$ cat config.mk
export PLATFORM = sky130hd
export DESIGN_NAME = scaler_stream_monitor
export DESIGN_NICKNAME = d
export VERILOG_FILES = /design/src/rtl/scaler_stream_monitor_pkg.sv /design/src/rtl/stream_edge_det.sv /design/src/rtl/scaler_stream_monitor.sv
export SDC_FILE = /design/constraint.sdc
export NUM_CORES = 1
export LEC_CHECK = 0
export ABC_AREA = 1
export CAP_MARGIN = 30
export CORE_MARGIN = 4
export CORE_UTILIZATION = 53
export DETAILED_ROUTE_END_ITERATION = 7
export PLACE_DENSITY = 0.79
export REMOVE_ABC_BUFFERS = 1
export SYNTH_ARGS = -nofsm -noshare
export SYNTH_HDL_FRONTEND = slang
export SYNTH_SLANG_ARGS = --single-unit
$ cat constraint.sdc
create_clock -name clkb -period 3.2 [get_ports clkb]
set_input_delay 0.64 -clock clkb [delete_from_list [all_inputs] [get_ports clkb]]
set_output_delay 0.64 -clock clkb [all_outputs]
set_load 0.02 [all_outputs]
$ cat src/rtl/scaler_stream_monitor_pkg.sv
// Shared state encoding and default widths for the scaler stream monitor.
package scaler_stream_monitor_pkg;

  localparam int unsigned DEF_DATA_WIDTH      = 24;
  localparam int unsigned DEF_INPUT_RES_WIDTH = 11;

  typedef enum logic [1:0] {
    ST_IDLE    = 2'd0,
    ST_WAIT_VS = 2'd1,
    ST_ACTIVE  = 2'd2,
    ST_DONE    = 2'd3
  } mon_state_t;

endpackage

$ cat src/rtl/stream_edge_det.sv
// Registers one strobe and flags its rising edge in the current cycle.
module stream_edge_det (
  input  logic i_clk,
  input  logic i_rst_n,
  input  logic i_strobe,
  output logic o_rise_c
);

  logic r_strobe_d;

  // Delayed copy of the strobe; cleared by synchronous reset.
  always_ff @(posedge i_clk) begin
    if (!i_rst_n) r_strobe_d <= 1'b0;
    else          r_strobe_d <= i_strobe;
  end

  assign o_rise_c = i_strobe & ~r_strobe_d;

endmodule

$ cat src/rtl/scaler_stream_monitor.sv
// Sink-side checker for the scaler output stream: frame geometry, checksum and
// error counters. Optional pixel sequence check enabled by SCALER_MON_SEQ_CHECK_EN.
module scaler_stream_monitor
  import scaler_stream_monitor_pkg::*;
#(
  parameter int unsigned DATA_WIDTH      = DEF_DATA_WIDTH,
  parameter int unsigned INPUT_RES_WIDTH = DEF_INPUT_RES_WIDTH,
  parameter int unsigned ERR_CNT_WIDTH   = 8,
  parameter int unsigned FRAME_CNT_WIDTH = 16
) (
  input  logic                       clkb,
  input  logic                       rst,
  input  logic                       en,
  input  logic [DATA_WIDTH-1:0]      dIn,
  input  logic                       dInEn,
  input  logic                       iHsyn,
  input  logic                       iVsyn,
  input  logic [INPUT_RES_WIDTH-1:0] expXRes,
  input  logic [INPUT_RES_WIDTH-1:0] expYRes,
  output logic                       frameDone,
  output logic [FRAME_CNT_WIDTH-1:0] frameCnt,
  output logic [INPUT_RES_WIDTH-1:0] rowCnt,
  output logic [INPUT_RES_WIDTH-1:0] lastRowPix,
  output logic [DATA_WIDTH-1:0]      chkSum,
  output logic [ERR_CNT_WIDTH-1:0]   xErrCnt,
  output logic                       yErr,
  output logic [ERR_CNT_WIDTH-1:0]   seqErrCnt
);

  localparam int unsigned DW = DATA_WIDTH;
  localparam int unsigned RW = INPUT_RES_WIDTH;
  localparam int unsigned EW = ERR_CNT_WIDTH;
  localparam int unsigned FW = FRAME_CNT_WIDTH;

  mon_state_t    r_state, w_state_next;
  logic          w_hs_rise, w_vs_rise;
  logic          w_run, w_pix_valid, w_row_close, w_frame_end, w_clear;
  logic [RW-1:0] r_pix_cnt, r_row_acc, r_row_pix;
  logic [RW-1:0] w_row_pix, w_row_acc_inc, w_rows_final, w_last_final;
  logic [DW-1:0] r_sum_acc;

  logic          r_frame_done, r_yerr;
  logic [FW-1:0] r_frame_cnt;
  logic [RW-1:0] r_row_cnt_pub, r_last_pix_pub;
  logic [DW-1:0] r_chk_sum;
  logic [EW-1:0] r_xerr;

  stream_edge_det u_hs_edge (
    .i_clk   (clkb),
    .i_rst_n (rst),
    .i_strobe(iHsyn),
    .o_rise_c(w_hs_rise)
  );

  stream_edge_det u_vs_edge (
    .i_clk   (clkb),
    .i_rst_n (rst),
    .i_strobe(iVsyn),
    .o_rise_c(w_vs_rise)
  );

  // State register.
  always_ff @(posedge clkb) begin
    if (!rst) r_state <= ST_IDLE;
    else      r_state <= w_state_next;
  end

  // Next state plus row-close / frame-end decode for the current cycle.
  always_comb begin
    w_state_next  = r_state;
    w_run         = en & (r_state == ST_ACTIVE);
    w_pix_valid   = w_run & dInEn & ~iVsyn;
    w_row_pix     = r_pix_cnt;
    if (w_pix_valid && !(&r_pix_cnt)) w_row_pix = r_pix_cnt + RW'(1);
    w_row_close   = w_run & (w_hs_rise | w_vs_rise) & (w_row_pix != '0);
    w_row_acc_inc = (&r_row_acc) ? r_row_acc : r_row_acc + RW'(1);
    w_rows_final  = w_row_close ? w_row_acc_inc : r_row_acc;
    w_last_final  = w_row_close ? w_row_pix : r_row_pix;
    w_frame_end   = w_run & w_vs_rise;
    w_clear       = en & (((r_state == ST_WAIT_VS) & w_vs_rise) | (r_state == ST_DONE));
    case (r_state)
      ST_IDLE:    w_state_next = ST_WAIT_VS;
      ST_WAIT_VS: if (w_vs_rise) w_state_next = ST_ACTIVE;
      ST_ACTIVE:  if (w_vs_rise) w_state_next = ST_DONE;
      ST_DONE:    w_state_next = ST_ACTIVE;
      default:    w_state_next = ST_IDLE;
    endcase
    if (!en) w_state_next = ST_IDLE;
  end

  // Working counters for the frame in progress.
  always_ff @(posedge clkb) begin
    if (!rst) begin
      r_pix_cnt <= '0;
      r_row_acc <= '0;
      r_row_pix <= '0;
      r_sum_acc <= '0;
    end else if (w_clear) begin
      r_pix_cnt <= '0;
      r_row_acc <= '0;
      r_row_pix <= '0;
      r_sum_acc <= '0;
    end else if (w_run) begin
      if (w_pix_valid) r_sum_acc <= r_sum_acc + dIn;
      if (w_row_close) begin
        r_pix_cnt <= '0;
        r_row_acc <= w_row_acc_inc;
        r_row_pix <= w_row_pix;
      end else begin
        r_pix_cnt <= w_row_pix;
      end
    end
  end

  // Published results, frame pulse and cumulative row-width errors.
  always_ff @(posedge clkb) begin
    if (!rst) begin
      r_frame_done   <= 1'b0;
      r_frame_cnt    <= '0;
      r_row_cnt_pub  <= '0;
      r_last_pix_pub <= '0;
      r_chk_sum      <= '0;
      r_yerr         <= 1'b0;
      r_xerr         <= '0;
    end else begin
      r_frame_done <= w_frame_end;
      if (w_row_close && (w_row_pix != expXRes) && !(&r_xerr)) r_xerr <= r_xerr + EW'(1);
      if (w_frame_end) begin
        r_row_cnt_pub  <= w_rows_final;
        r_last_pix_pub <= w_last_final;
        r_chk_sum      <= r_sum_acc;
        r_yerr         <= (w_rows_final != expYRes);
        r_frame_cnt    <= r_frame_cnt + FW'(1);
      end
    end
  end

`ifdef SCALER_MON_SEQ_CHECK_EN
  logic          r_seq_armed;
  logic [DW-1:0] r_seq_exp;
  logic [EW-1:0] r_seq_err;

  // Each counted pixel after the first of a frame must be previous + 1.
  always_ff @(posedge clkb) begin
    if (!rst) begin
      r_seq_armed <= 1'b0;
      r_seq_exp   <= '0;
      r_seq_err   <= '0;
    end else if (w_clear) begin
      r_seq_armed <= 1'b0;
    end else if (w_pix_valid) begin
      r_seq_armed <= 1'b1;
      r_seq_exp   <= dIn + DW'(1);
      if (r_seq_armed && (dIn != r_seq_exp) && !(&r_seq_err)) r_seq_err <= r_seq_err + EW'(1);
    end
  end

  assign seqErrCnt = r_seq_err;
`else
  assign seqErrCnt = '0;
`endif

  assign frameDone  = r_frame_done;
  assign frameCnt   = r_frame_cnt;
  assign rowCnt     = r_row_cnt_pub;
  assign lastRowPix = r_last_pix_pub;
  assign chkSum     = r_chk_sum;
  assign xErrCnt    = r_xerr;
  assign yErr       = r_yerr;

endmodule

Word-level counts from Yosys, hierarchy flattened
Cells that the tools add are included.
Widths: inputs -> output; s select.
Storage, ports and cells
  logic and storage cells: 64
  output and inout bits: 80
  flip-flop bits (word level): 133
  input bits: 52
Cells by class
  add/sub/neg operators: 5
  muxes and demuxes: 8
  bitwise gates (word level): 16
  reduce and logical (&&, ||, !) cells: 14
  equal/unequal tests: 7
Operators by type and width (count)
  $mux 11: 5
  $add 24x24->24: 1
  $add 11x1->11 const B: 2
  $ne 11x11->1: 2
  $reduce_and 11->1: 2
  $add 16x1->16 const B: 1
  $reduce_bool 11->1: 1
  $and 1x1->1: 10
  $add 8x1->8 const B: 1
  $pmux 2 s4: 1
  $reduce_and 8->1: 1
  $reduce_and 2->1: 3
  $eq 2x2->1 const B: 2
  $mux 2: 2
  $ne 2x2->1 const B: 2
  $not 1->1: 4
  $logic_and 1x1->1: 3
  $eq 2x1->1 const B: 1
  $logic_not 1->1: 2
  $logic_not 2->1: 1
  $or 1x1->1: 2
  $reduce_or 2->1: 1

Depth between registers and ports, before layout
Gate-level depths: netlist of the first run.
  depth after elaboration: 10
  mapped depth: 22
  depth with buffers taken out: 20

By module
Synthesis of the first run repeated with hierarchy kept, for this count alone.
Unflattened totals
  cells, all modules: 1022
  area total of the unflattened synthesis: 7221.9 sq um
Modules (own cells, without submodules)
  scaler_stream_monitor: cells each 1012, instances 1, area an instance 7146.9 sq um, seq. area each 2622.5 sq um
  stream_edge_det: cells each 5, instances 2, area an instance 37.5 sq um, seq. area each 20.0 sq um

Worst setup path after synthesis of the first run
Ideal clock, no wire load.
  path type: input port to flip-flop
  start: input dIn[0]
  end: register r_sum_acc[20]
  stages on the path: 15
  arrival time: 2479 ps
  data required time: 3084 ps
  path buffers: 0
  setup slack: 605 ps
  setup time: 116 ps
  path through: ha_1 > inv_1 > fa_1 > o21ai_0 > nand3_1 > nand2_1 > a21oi_1 > nor3_1 > nor2_1 > o21ai_0 > nand2_1 > inv_1 > o21ai_0 > o211ai_1 > inv_1
On the way
  cells in the longest elaborated chain, start to end: 1
RTL lines
  from (decl): RTL line scaler_stream_monitor.sv:14  | input logic [DATA_WIDTH-1:0] dIn,
  $add 24x24->24: RTL line scaler_stream_monitor.sv:104  | if (w_pix_valid) r_sum_acc <= r_sum_acc + dIn;
  to (signal assigned): RTL line scaler_stream_monitor.sv:104
  to (decl): RTL line scaler_stream_monitor.sv:40  | logic [DW-1:0] r_sum_acc;
No other way between the ends.
A chain may end at the register's enable or synchronous reset.

Worst setup path in the final report of the first run
Ends and elaborated chain as after synthesis.

==> impl_metrics.yaml, run 1 <==
timing:
  setup_viol: 0
  setup_ws_ns: 0.305
  timing.final.crit_share: 0.905
  layout_min_cycle_time_ns: 2.89
  hold_viol: 0
  whs_ns: 0.459
  worst_slew_pin_slew_ns: 0.687
  fmax_mhz: 345
  drv_slew: 0
  finalClockSkew_ns: 0.00759
  slew_headroom: 0.542
  rsz0062_at_grt: "no"
  tns_ns: 0
clocking:
  htree_levels: 4
  cts.repair.resized: 0
  cts.sinks: 133
  worst_skew_pair.late_latency_ns: 0.42
  hold_buffers: 0
  postCtsSetupBuffers: 0
  numCtsBuffers: 17
  cts_tree: "yes"
  clockBufferDepth: 2
  root_buffer: "clkbuf_16"
  clk_pin_slew_worst_paths_ns: 0.06
placed_design:
  preCtsSetupSlack_ns: -0.0578
  place.gp.congestion: 0.913
  port_buffers: 123
  dp_hpwl_mm: 13.5
cells_and_area:
  num-fill-cells: 1144
  final_common_cell: "nand2_1"
  syn2layout_area_growth_pct: 30.5
  multi_input_area_mm2: 0.00386
  layout-drive-gt1-share: 0.0821
  nNetsFinal: 1249
  final_cell_mix: "188 x nand2_1, 133 x dfxtp_1, 122 x inv_1, 122 x clkdlybuf4s50_1, 112 x nand3_1"
  diodes: 0
  regArea_mm2: 0.00266
global_routing:
  overflow: 0
  grtUsageTotal: 0.242
  antenna_found_initial: 0
  grt_pass1_wl_mm: 31.6
  grt_max_degree: 62
  first_global_vias: 6796
synth:
  synth_top_area_frac: 0.370
  synth.area.mux_share: 0
  syn_area_per_cell_um2: 7.01
  yosys.area_share.simple: 0.298
  synthAdderAreaFrac: 0.0497
  netlist_top_cells_area: "dfxtp_1 37%, nand2_1 9.8%, nand3_1 7.8%"
  synthXorXnorAreaFrac: 0.0438
  synth_edf_count: 0
  ys_types: 44
  ys_async_sr_fraction: 0
  synth_area_mm2: 0.00720
  synth_top_family_by_area: "simple AND/OR/NAND/NOR gates"
  synth_ff_type: "dfxtp_1"
  synth_top_area_cell: "dfxtp_1"
  syn_inst: 1028
  synth_seq_cells: 133
  synth_compound_area_frac: 0.140
  ys_seq_area_frac: 0.370
  yosys_warnings: 0
floorplanning:
  die_area_mm2: 0.0155
  core_mm2: 0.0133
  ioPinCount: 132
  rows: 42
  dieHeight_um: 125
  die_x_um: 125
  initial_core_util: 0.542
power_and_ir_drop:
  p_leak_nw: 4.03
  finalPower_mw: 3.98
  irDropWorstVdd_mv: 0.434
  powerDensity_mw_per_mm2: 423
critical_path:
  crit_path_top_delay_cell: "clkdlybuf4s50_1"
  crit_chain: "clkdlybuf4s50_1, ha_1, inv_1, fa_1, o21ai_0, nand3_1, nand2_1, a21oi_1, nor3_1, nor2_1, o21ai_0, nand2_1, inv_1, o21ai_0, o211ai_1, inv_1"
  crit_path_max_fanout: 4
  crit_type: "in -> reg"
  required_ns: 3.51
  max_stage_delay_ns: 0.49
  start_kind: "input pin"
  cp-end-kind: "flip-flop"
  arrival_ns: 3.21
route:
  avgViaCountPerCell: 5.27
  drt_iter0_drc: 498
  drt-pass1-iter-count: 5
  drt_wl_total_mm: 18.8
  drtAntennaViolNets: 0
  drcViolationCount: 0
  vias: 7153
  routedWlPerCell_um: 13.8
status:
  status: "complete, no violations"
flow_run:
  cap_viol_max_count: 0
hold_path:
  hold_class: "reg -> reg"
==> per-layer routing <==
metal / GRT usage / up-vias / routed length [um] / share of wire
met5: 0 / - / 0 / 0
li1: - / 3665 / - / -
met1: 0.303 / 3287 / 8360 / 0.44
met4: 0.0722 / 0 / 264 / 0.014
met3: 0.0472 / 25 / 882 / 0.047
met2: 0.423 / 176 / 9290 / 0.49
==> registers in the layout, indices dropped and copies added, names as in the netlist <==
name,cells
chkSum,24
frameCnt,16
frameDone,1
lastRowPix,11
r_pix_cnt,11
r_row_acc,11
r_row_pix,11
r_state,2
r_sum_acc,24
rowCnt,11
u_hs_edge.r_strobe_d,1
u_vs_edge.r_strobe_d,1
xErrCnt,8
yErr,1
==> cells in the mapped netlist (4+ instances only) <==
master / number
xor2_1: 25
buf_4: 10
nand2_2: 5
nor3_1: 27
nand4_1: 18
dfxtp_1: 133
nor2_1: 84
xnor2_1: 11
inv_1: 122
or2_2: 4
nand3b_1: 11
nor4_1: 6
nand2_1: 188
nand3_1: 112
buf_2: 4
clkbuf_1: 25
ha_1: 27
a21oi_1: 68
o211ai_1: 5
inv_2: 5
o21ai_0: 101
==> kinds of logic after synthesis <==
group,after synthesis
adders and majority gates,28
and+or+nand+nor,469
xor gates and xnor gates,36
DFF,133
AOI/OAI and AO/OA,190
other,1
buffers and inverters,171
==> metrics by stage <==
stage           util  instance area (um^2)  instances
6_report       0.707                  9400       1358
5_1_grt        0.707                  9400       1358
4_1_cts        0.707                  9400       1358
3_5_place_dp   0.659                  8760       1326
3_3_place_gp   0.659                  8760       1326
2_1_floorplan      -                  7000        992
==> path summary, 6_finish.rpt <==
kind	startpoint	to	slack (ns)	cells after the start
max	dIn[0]	r_sum_acc[20]	0.31	16
min	frameCnt[15]	frameCnt[15]	0.46	1
max reg2reg	r_pix_cnt[0]	xErrCnt[4]	0.34	17
min reg2reg	frameCnt[15]	frameCnt[15]	0.46	1
==> cell type report <==
type / count / share of cell area
tap: 176 / 0.0234
sequential: 133 / 0.283
clock buffer: 20 / 0.0496
clock inverter: 12 / 0.0186
multi-input combinational: 731 / 0.410
inverter: 128 / 0.0511
timing repair buffer: 158 / 0.164
==> power by group <==
part / internal, mW / total (mW) / switching [mW]
combinational: 0.0992 / 0.218 / 0.119
sequential: 1.66 / 1.66 / 0.00215
clock: 1.36 / 2.10 / 0.733
==> worst max-delay path, delay by kind of cell <==
family                   cells  cell delay [ns]
adder cells (fa/ha/maj)      2             0.55
AND/OR/NAND/NOR              5             0.57
AO/OA/AOI/OAI                5             0.79
buffers and inverters        4             0.64
Power figures use the tool's default switching activity.
==> run 2, diff against run 1 <==
--- a/config.mk
+++ b/config.mk
@@ -8,9 +8,9 @@
 export ABC_AREA = 1
 export CAP_MARGIN = 30
 export CORE_MARGIN = 4
-export CORE_UTILIZATION = 53
+export CORE_UTILIZATION = 45
 export DETAILED_ROUTE_END_ITERATION = 7
-export PLACE_DENSITY = 0.79
+export PLACE_DENSITY = 0.68
 export REMOVE_ABC_BUFFERS = 1
 export SYNTH_ARGS = -nofsm -noshare
 export SYNTH_HDL_FRONTEND = slang
==> run 2 against run 1 <==
Routed wire length rose by 2.6%. Final cell count up 3.4%. Critical path depth unchanged. Via count down 0.73%. Power shrank 6.3%. Utilization is 9.7 points lower. Clock-buffer cell count is 5 higher. First-iteration DRC count increased by 2.6%. Sequential power about the same. Maximum frequency rose by 2.1%. Global-route usage decreased by 2.5 points. Critical endpoint unchanged. Highest routed layer unchanged.
==> impl_metrics.yaml, run 2 (synthesized netlist as in run 1, its figures left out) <==
status:
  status: "complete, no violations"
cells_and_area:
  diodes: 0
  fin_cells: 1404
  nNetsFinal: 1260
  final_cell_mix: "188 x nand2_1, 133 x dfxtp_1, 122 x inv_1, 122 x clkdlybuf4s50_1, 112 x nand3_1"
  layout-drive-gt1-share: 0.0863
  num-fill-cells: 1484
  syn2layout_area_growth_pct: 30.7
  final_common_cell: "nand2_1"
clocking:
  cts.repair.resized: 0
  worst_skew_pair.late_latency_ns: 0.42
  root_buffer: "clkbuf_16"
  cts.sinks: 133
  hold_buffers: 0
  cts_tree: "yes"
  clockBufferDepth: 2
  clk_pin_slew_worst_paths_ns: 0.06
  postCtsSetupBuffers: 0
  numCtsBuffers: 17
  htree_levels: 4
critical_path:
  cp-end-kind: "flip-flop"
  crit_path_max_fanout: 3
  critical_path_buf_inv_count: 4
  r2r-start: "r_pix_cnt[0]"
  r2r-end: "yErr"
  path_delay_family: "compound AO/OA/AOI/OAI gates"
  r2r_cells: 19
  start_kind: "input pin"
  crit_chain: "clkdlybuf4s50_1, ha_1, inv_1, fa_1, o21ai_0, nand3_1, nand2_1, a21oi_1, nor3_1, nor2_1, o21ai_0, nand2_1, inv_1, o21ai_0, o211ai_1, inv_1"
  crit_type: "in -> reg"
  crit_path_top_delay_cell: "clkdlybuf4s50_1"
  arrival_ns: 3.14
  ff2ff_setup_slack_ns: 0.41
  required_ns: 3.51
  max_stage_delay_ns: 0.50
route:
  drt_wl_total_mm: 19.3
  vias: 7101
  drt-pass1-iter-count: 6
  avgViaCountPerCell: 5.06
  drtAntennaViolNets: 0
  drcViolationCount: 0
  drt_iter0_drc: 511
  routedWlPerCell_um: 13.7
timing:
  hold_viol: 0
  setup_ws_ns: 0.366
  worst_slew_pin_slew_ns: 0.708
  tns_ns: 0
  layout_min_cycle_time_ns: 2.83
  rsz0062_at_grt: "no"
  setup_viol: 0
  finalClockSkew_ns: 0.00912
  timing.final.crit_share: 0.886
  drv_slew: 0
  fmax_mhz: 353
  slew_headroom: 0.528
hold_path:
  hold_path_depth: 1
  hold_class: "reg -> reg"
  hp-start: "frameCnt[15]"
  hold_path_end: "frameCnt[15]"
global_routing:
  first_global_vias: 6796
  grtUsageTotal: 0.218
  antenna_found_initial: 0
  overflow: 0
  grt_max_degree: 62
  grt_pass1_wl_mm: 32.4
power_and_ir_drop:
  irDropWorstVdd_mv: 0.359
  finalPower_mw: 3.73
  p_leak_nw: 4.02
  powerDensity_mw_per_mm2: 396
placed_design:
  port_buffers: 123
  preCtsSetupSlack_ns: -0.00948
  dp_hpwl_mm: 14.0
  place.gp.congestion: 0.909
  dp_cells: 1372
floorplanning:
  dieHeight_um: 135
  die_area_mm2: 0.0181
  initial_core_util: 0.467
  ioPinCount: 132
  rows: 45
  core_mm2: 0.0154
  die_x_um: 135
flow_run:
  cap_viol_max_count: 0
[run 2: cell count changes in the layout (fill, tap and decap cells not counted), sizes merged]
cell	previous run	this run
inv	128	127
bufinv	4	1
clkbuf	20	25
buf	36	47
clkinvlp	3	2
[run 2: area by class of cell]
class | count | area (um^2) | area share
Inverter | 128 | 480 | 0.0510
Timing Repair Buffer | 169 | 1600 | 0.170
Clock inverter | 7 | 72.6 | 0.00770
Sequential cell | 133 | 2660 | 0.283
Multi-Input combinational cell | 731 | 3860 | 0.410
Clock buffer | 25 | 485 | 0.0515
Tap cell | 211 | 264 | 0.0280
[run 2: worst max path at each step]
stage	startpoint	to	slack [ns]	cells after the start
global route	dIn[0]	r_sum_acc[20]	0.03	15
detailed placement	dIn[0]	r_sum_acc[12]	-0.009	15
CTS	r_pix_cnt[0]	xErrCnt[4]	0.40	17
global placement	dIn[0]	r_sum_acc[20]	-0.03	16
finish	dIn[0]	r_sum_acc[20]	0.37	16
floorplan	iVsyn	lastRowPix[10]	0.31	14
[run 2: per-stage QoR]
stage,util,cell area [um^2],hold WS [ns]
2_1_floorplan,-,7000,0.439
3_3_place_gp,0.574,8860,0.443
3_5_place_dp,0.574,8860,0.450
4_1_cts,0.611,9420,0.463
5_1_grt,0.611,9420,0.500
6_report,0.611,9420,0.461
[run 2: layer usage]
| layer | GRT usage | routed length [um] |
|---|---|---|
| met1 | 0.278 | 8730 |
| met2 | 0.375 | 9430 |
| met3 | 0.0484 | 906 |
| met4 | 0.0532 | 217 |
| met5 | 0 | 0 |
[run 2: power by group]
part / leakage [nW] / total [mW] / switching [mW] / internal (mW)
Clock: 0.267 / 1.84 / 0.714 / 1.13
Combinational: 2.68 / 0.221 / 0.120 / 0.101
Sequential: 1.07 / 1.66 / 0.00215 / 1.66
Total: 4.02 / 3.73 / 0.836 / 2.89
